$ cat config.mk
export PLATFORM = sky130hd
export DESIGN_NAME = comparator_arbiter
export DESIGN_NICKNAME = d
export VERILOG_FILES = /design/src/rtl/comparator_pkg.sv /design/src/rtl/comparator_eq.sv /design/src/rtl/comparator_arbiter.sv
export SDC_FILE = /design/constraint.sdc
export NUM_CORES = 1
export LEC_CHECK = 0
export CAP_MARGIN = 20
export CORE_AREA = 2 2 96 144
export CTS_CLUSTER_DIAMETER = 30
export CTS_CLUSTER_SIZE = 14
export DETAILED_ROUTE_END_ITERATION = 7
export DIE_AREA = 0 0 98 146
export PLACE_DENSITY = 0.86
export SLEW_MARGIN = 25
export SYNTH_ARGS = -nofsm -noshare
export SYNTH_HDL_FRONTEND = slang
export SYNTH_HIERARCHICAL = 1
export SYNTH_SLANG_ARGS = --single-unit
$ cat constraint.sdc
create_clock -name clock -period 2.5 [get_ports clock]
set_input_delay 0.625 -clock clock [delete_from_list [all_inputs] [get_ports clock]]
set_output_delay 0.625 -clock clock [all_outputs]
set_load 0.02 [all_outputs]
$ cat src/rtl/comparator_pkg.sv
// Shared types and helpers for the comparator_arbiter block.
// Latency: n/a (declarations only).
// Backpressure: n/a.
//
// Contents: FSM state encoding, and a width helper for requester indices.
package comparator_pkg;

  typedef enum logic [1:0] {
    IDLE    = 2'd0,
    COMPARE = 2'd1,
    RESPOND = 2'd2
  } cmp_state_t;

  // Width of a requester index; never below one bit so a single-requester
  // build still has a legal vector.
  function automatic int idw(input int n);
    return (n > 1) ? $clog2(n) : 1;
  endfunction

endpackage

$ cat src/rtl/comparator_eq.sv
// Unsigned equality of two Nbits operands.
// Latency: purely combinational.
// Backpressure: none.
//
// Ports: a_i, b_i - operands; eq_o - 1 when every bit of a_i matches b_i.
module comparator_eq #(
  parameter int Nbits = 16
) (
  input  logic [Nbits-1:0] a_i,
  input  logic [Nbits-1:0] b_i,
  output logic             eq_o
);

  assign eq_o = (a_i == b_i);

endmodule

$ cat src/rtl/comparator_arbiter.sv
// Round-robin shares one registered equality comparator among NREQ requesters.
// Latency: accept edge t -> rsp_valid set on edge t+1; one transaction per 3 cycles.
// Backpressure: rsp_ready low holds RESPOND indefinitely; no req_ready is raised meanwhile.
//
// Ports: clock/reset_n (async active-low); req_valid/req_ready/req_a/req_b per
// requester (operands packed requester-major, Nbits each); rsp_valid/rsp_ready/
// rsp_id/rsp_equal result channel; busy = not IDLE; compare_count/equal_count
// saturating statistics.
module comparator_arbiter
  import comparator_pkg::*;
#(
  parameter int Nbits = 16,
  parameter int NREQ  = 4,
  parameter int CNTW  = 32
) (
  input  logic                    clock,
  input  logic                    reset_n,
  input  logic [NREQ-1:0]         req_valid,
  output logic [NREQ-1:0]         req_ready,
  input  logic [NREQ*Nbits-1:0]   req_a,
  input  logic [NREQ*Nbits-1:0]   req_b,
  output logic                    rsp_valid,
  input  logic                    rsp_ready,
  output logic [idw(NREQ)-1:0]    rsp_id,
  output logic                    rsp_equal,
  output logic                    busy,
  output logic [CNTW-1:0]         compare_count,
  output logic [CNTW-1:0]         equal_count
);

  localparam int IDW = idw(NREQ);

  cmp_state_t       state_q, state_d;
  logic [IDW-1:0]   last_grant_q, last_grant_d;
  logic [Nbits-1:0] op_a_q, op_a_d;
  logic [Nbits-1:0] op_b_q, op_b_d;
  logic             rsp_valid_q, rsp_valid_d;
  logic [IDW-1:0]   rsp_id_q, rsp_id_d;
  logic             rsp_equal_q, rsp_equal_d;
  logic [CNTW-1:0]  cmp_cnt_q, cmp_cnt_d;
  logic [CNTW-1:0]  eq_cnt_q, eq_cnt_d;

  logic             grant_vld;
  logic [IDW-1:0]   grant_idx;
  logic [IDW-1:0]   cand;
  logic             ops_equal;

  comparator_eq #(.Nbits(Nbits)) u_eq (
    .a_i  (op_a_q),
    .b_i  (op_b_q),
    .eq_o (ops_equal)
  );

  // Round-robin: first valid requester strictly after the previous winner,
  // wrapping, so the previous winner is considered last.
  always_comb begin
    grant_vld = 1'b0;
    grant_idx = '0;
    cand      = '0;
    for (int k = 1; k <= NREQ; k++) begin
      cand = IDW'((int'(last_grant_q) + k) % NREQ);
      if (!grant_vld && req_valid[cand]) begin
        grant_vld = 1'b1;
        grant_idx = cand;
      end
    end
  end

  always_comb begin
    state_d      = state_q;
    last_grant_d = last_grant_q;
    op_a_d       = op_a_q;
    op_b_d       = op_b_q;
    rsp_valid_d  = rsp_valid_q;
    rsp_id_d     = rsp_id_q;
    rsp_equal_d  = rsp_equal_q;
    cmp_cnt_d    = cmp_cnt_q;
    eq_cnt_d     = eq_cnt_q;
    req_ready    = '0;

    case (state_q)
      IDLE: begin
        // reset_n gates the accept so req_ready reads 0 while reset is held.
        if (grant_vld && reset_n) begin
          req_ready[grant_idx] = 1'b1;
          op_a_d       = req_a[int'(grant_idx)*Nbits +: Nbits];
          op_b_d       = req_b[int'(grant_idx)*Nbits +: Nbits];
          last_grant_d = grant_idx;
          state_d      = COMPARE;
        end
      end
      COMPARE: begin
        rsp_equal_d = ops_equal;
        rsp_id_d    = last_grant_q;
        rsp_valid_d = 1'b1;
        state_d     = RESPOND;
      end
      RESPOND: begin
        if (rsp_ready) begin
          rsp_valid_d = 1'b0;
          if (cmp_cnt_q != {CNTW{1'b1}}) cmp_cnt_d = cmp_cnt_q + CNTW'(1);
          if (rsp_equal_q && (eq_cnt_q != {CNTW{1'b1}})) eq_cnt_d = eq_cnt_q + CNTW'(1);
          state_d = IDLE;
        end
      end
      default: state_d = IDLE;
    endcase
  end

  always_ff @(posedge clock or negedge reset_n) begin
    if (!reset_n) begin
      state_q      <= IDLE;
      last_grant_q <= IDW'(NREQ - 1);  // requester 0 wins first
      op_a_q       <= '0;
      op_b_q       <= '0;
      rsp_valid_q  <= 1'b0;
      rsp_id_q     <= '0;
      rsp_equal_q  <= 1'b0;
      cmp_cnt_q    <= '0;
      eq_cnt_q     <= '0;
    end else begin
      state_q      <= state_d;
      last_grant_q <= last_grant_d;
      op_a_q       <= op_a_d;
      op_b_q       <= op_b_d;
      rsp_valid_q  <= rsp_valid_d;
      rsp_id_q     <= rsp_id_d;
      rsp_equal_q  <= rsp_equal_d;
      cmp_cnt_q    <= cmp_cnt_d;
      eq_cnt_q     <= eq_cnt_d;
    end
  end

  assign rsp_valid     = rsp_valid_q;
  assign rsp_id        = rsp_id_q;
  assign rsp_equal     = rsp_equal_q;
  assign busy          = (state_q != IDLE);
  assign compare_count = cmp_cnt_q;
  assign equal_count   = eq_cnt_q;

endmodule
==> run metrics <==
Rel. slew slack 0.467; Final Hold Viols 0; final core utilization 0.664; Syn Area/Cell 10.2 sq um; CTS tree built; LEAKAGE 0.00353 uW; worst vdd ir 0.440 mV; total grt overflow 0; io pins 208; full die area 0.0143 sq mm; Critical Path End Type output pin; area grow syn2layout 46.9%; fraction of layout cells with a size suffix above 1 0.120; RSZ-0062 raised after global routing yes; status finished clean; f_max 408 MHz; slew at the pin with the worst max-slew slack 0.800 ns; Die W 98 um; top_reg_cell synth dfrtp_1; Initial DRC Count 216; Routed WL per cell 17.8 um; DP Wirelength 13300 um; syn_nets 713; Detailed Route WL 17100 um; synthesis-stage register bit count 104; first-pass GRT wire length 27600 um; clock slew at reported path FFs 0.07 ns; Synth Warn # 6; via count 5536; # setup viols final 0; most frequent cells after synthesis dfrtp_1, xnor2_1, nand3_1, a21oi_1, o21ai_0; CP required 1.88 ns; # diodes 0; Die Height 146 um; vias in the first global route 5608; final critical-path share of the clock period 0.979; Cells after Synth 576; FF-to-FF path depth 8; minimum hold slack 0.400 ns; drt pass-1 iters 5; top-count cell post-synth dfrtp_1; share of synthesized registers carrying an async set or reset 1.00; Max H-tree Level 3; Power Dens Cells 731 mW/mm^2; Final ANT Viol Nets 0; Worst EP arrival 1.82 ns; I/O Buffers 207; Crit Path Class in2out; initial antenna violation count 0; Worst R2R Setup Slack 0.09 ns; Worst Hold Class in2async; Yosys top cell by area dfrtp_1; Fill cells 993; Max-Cap Viols 0; DRC 0; Total GRT Usage 0.239; CP max FO 3; final max-slew violation count 0; cts hold-fix bufs 0; vias per std cell 5.74; minimum clock period 2.45 ns; number of synthesized flops with an enable pin 0; Clock Tree Root clkbuf_16; Unique masters post-synth 55; r2r startpoint last_grant_q[1]$_DFFE_PN1P_; Startpoint Class primary input; R2R Path End op_a_q[15]$_DFFE_PN0P_; ranking of synthesized cells by area dfrtp_1, xnor2_1, a221o_1, mux2_1, nand3_1; CTS buffer count 9; Syn Std Cell Area 0.00585 sq mm; CTS Sinks 104; clock tree buffer depth 2; sequential area share after synthesis 0.445; largest net degree at the start of global routing 66; Setup TNS Final 0 ns; Clock Skews 0.00876 ns; Core Area 0.0130 sq mm; Row Count 51; Initial Util 0.452; Clock Latency Late Sink 0.34 ns; final net count 938; GP Congestion 0.852; post-synth top area share 0.436
==> kinds of logic (layout without fill, tap and decap cells) <==
group / Yosys count / after routing / synth area share
DFF: 104 / 104 / 0.445
AOI/OAI and AO/OA: 119 / 119 / 0.142
muxes: 39 / 39 / 0.0749
xor gates and xnor gates: 74 / 74 / 0.111
and+or+nand+nor: 203 / 203 / 0.194
buffers and inverters: 35 / 265 / 0.0289
adders and majority gates: 2 / 2 / 0.00428
==> flip-flops by register name (all words and copies together) (netlist names) <==
signal / flops
compare_count: 32
equal_count: 32
last_grant_q: 2
op_a_q: 16
op_b_q: 16
rsp_equal: 1
rsp_id: 2
rsp_valid: 1
state_q: 2
==> how the worst max path moves through the flow <==
stage,from,end,slack (ns),cells past startpoint
6_report,req_valid[2],req_ready[1],0.05,7
5_1_grt,last_grant_q[1]$_DFFE_PN1P_,req_ready[1],-0.02,6
4_1_cts,req_valid[3],req_ready[0],-0.01,6
3_5_place_dp,req_valid[3],req_ready[0],-0.72,6
3_3_place_gp,req_valid[3],req_ready[0],-0.68,6
2_1_floorplan,last_grant_q[1]$_DFFE_PN1P_,req_ready[0],-0.05,6
==> layout by cell type, fill, tap and decap left out, drive strengths merged, types with 2 or more instances in the layout <==
cell,Yosys,final
nand3,54,54
nand4b,4,4
xor2,16,16
nand4,30,30
and2,8,8
and3,10,10
or3b,2,2
or2,3,3
a221o,32,32
mux2,38,38
a31oi,5,5
clkdlybuf4s50,0,198
xnor2,58,58
ha,2,2
inv,6,9
nand2,31,31
clkbuf,15,13
o21ai,35,35
and4,6,6
nor3,7,7
nor2,30,30
dfrtp,102,102
nand2b,5,5
and3b,2,2
nor4,5,5
a21oi,35,35
buf,14,41
dfstp,2,2
==> worst max-delay path, stage by stage <==
cell           delay [ns]
dlygate4sd2_1        0.24
or2_4                0.25
o211ai_1             0.24
inv_1                0.13
nand2_2              0.12
nor2_1               0.06
buf_4                0.15
==> layout make-up <==
class / count / area (sq um) / area share
Multi-Input combinational cell: 437 / 3130 / 0.364
Sequential cell: 104 / 2610 / 0.303
Timing Repair Buffer: 243 / 2320 / 0.270
Clock buffer: 10 / 239 / 0.0278
Tap cell: 159 / 199 / 0.0231
Clock inverter: 6 / 75.1 / 0.00873
Inverter: 6 / 22.5 / 0.00262
==> routing by layer <==
layer	up-vias	track usage	part of all wire
met5	-	0	0
met2	257	0.431	0.52
met4	0	0.108	0.038
met1	2656	0.270	0.38
met3	42	0.0461	0.060
li1	2581	-	-
==> through the flow <==
step | std cells | setup WS (ns) | power, uW | cell area [sq um]
2_1_floorplan | 576 | -0.0515 | 3810 | 5850
3_3_place_gp | 944 | -0.676 | 4690 | 8230
3_5_place_dp | 944 | -0.724 | 4780 | 8230
4_1_cts | 964 | -0.00973 | 6280 | 8580
5_1_grt | 965 | -0.0194 | 6640 | 8600
6_report | 965 | 0.0513 | 6280 | 8600
==> where the power goes <==
part,switching (uW),internal (uW)
registers,344,2030
logic,1170,1280
clock network,635,820
==> timing repair <==
| action | in CTS | in global routing |
|---|---|---|
| buffers inserted | 4 | 1 |
| pin swaps | 3 | 3 |
| resized for setup | 29 | 12 |
| endpoints found under the setup margin | 35 | 4 |
| gates cloned | 0 | 0 |
No activity file was read; power rests on OpenSTA's default activity.
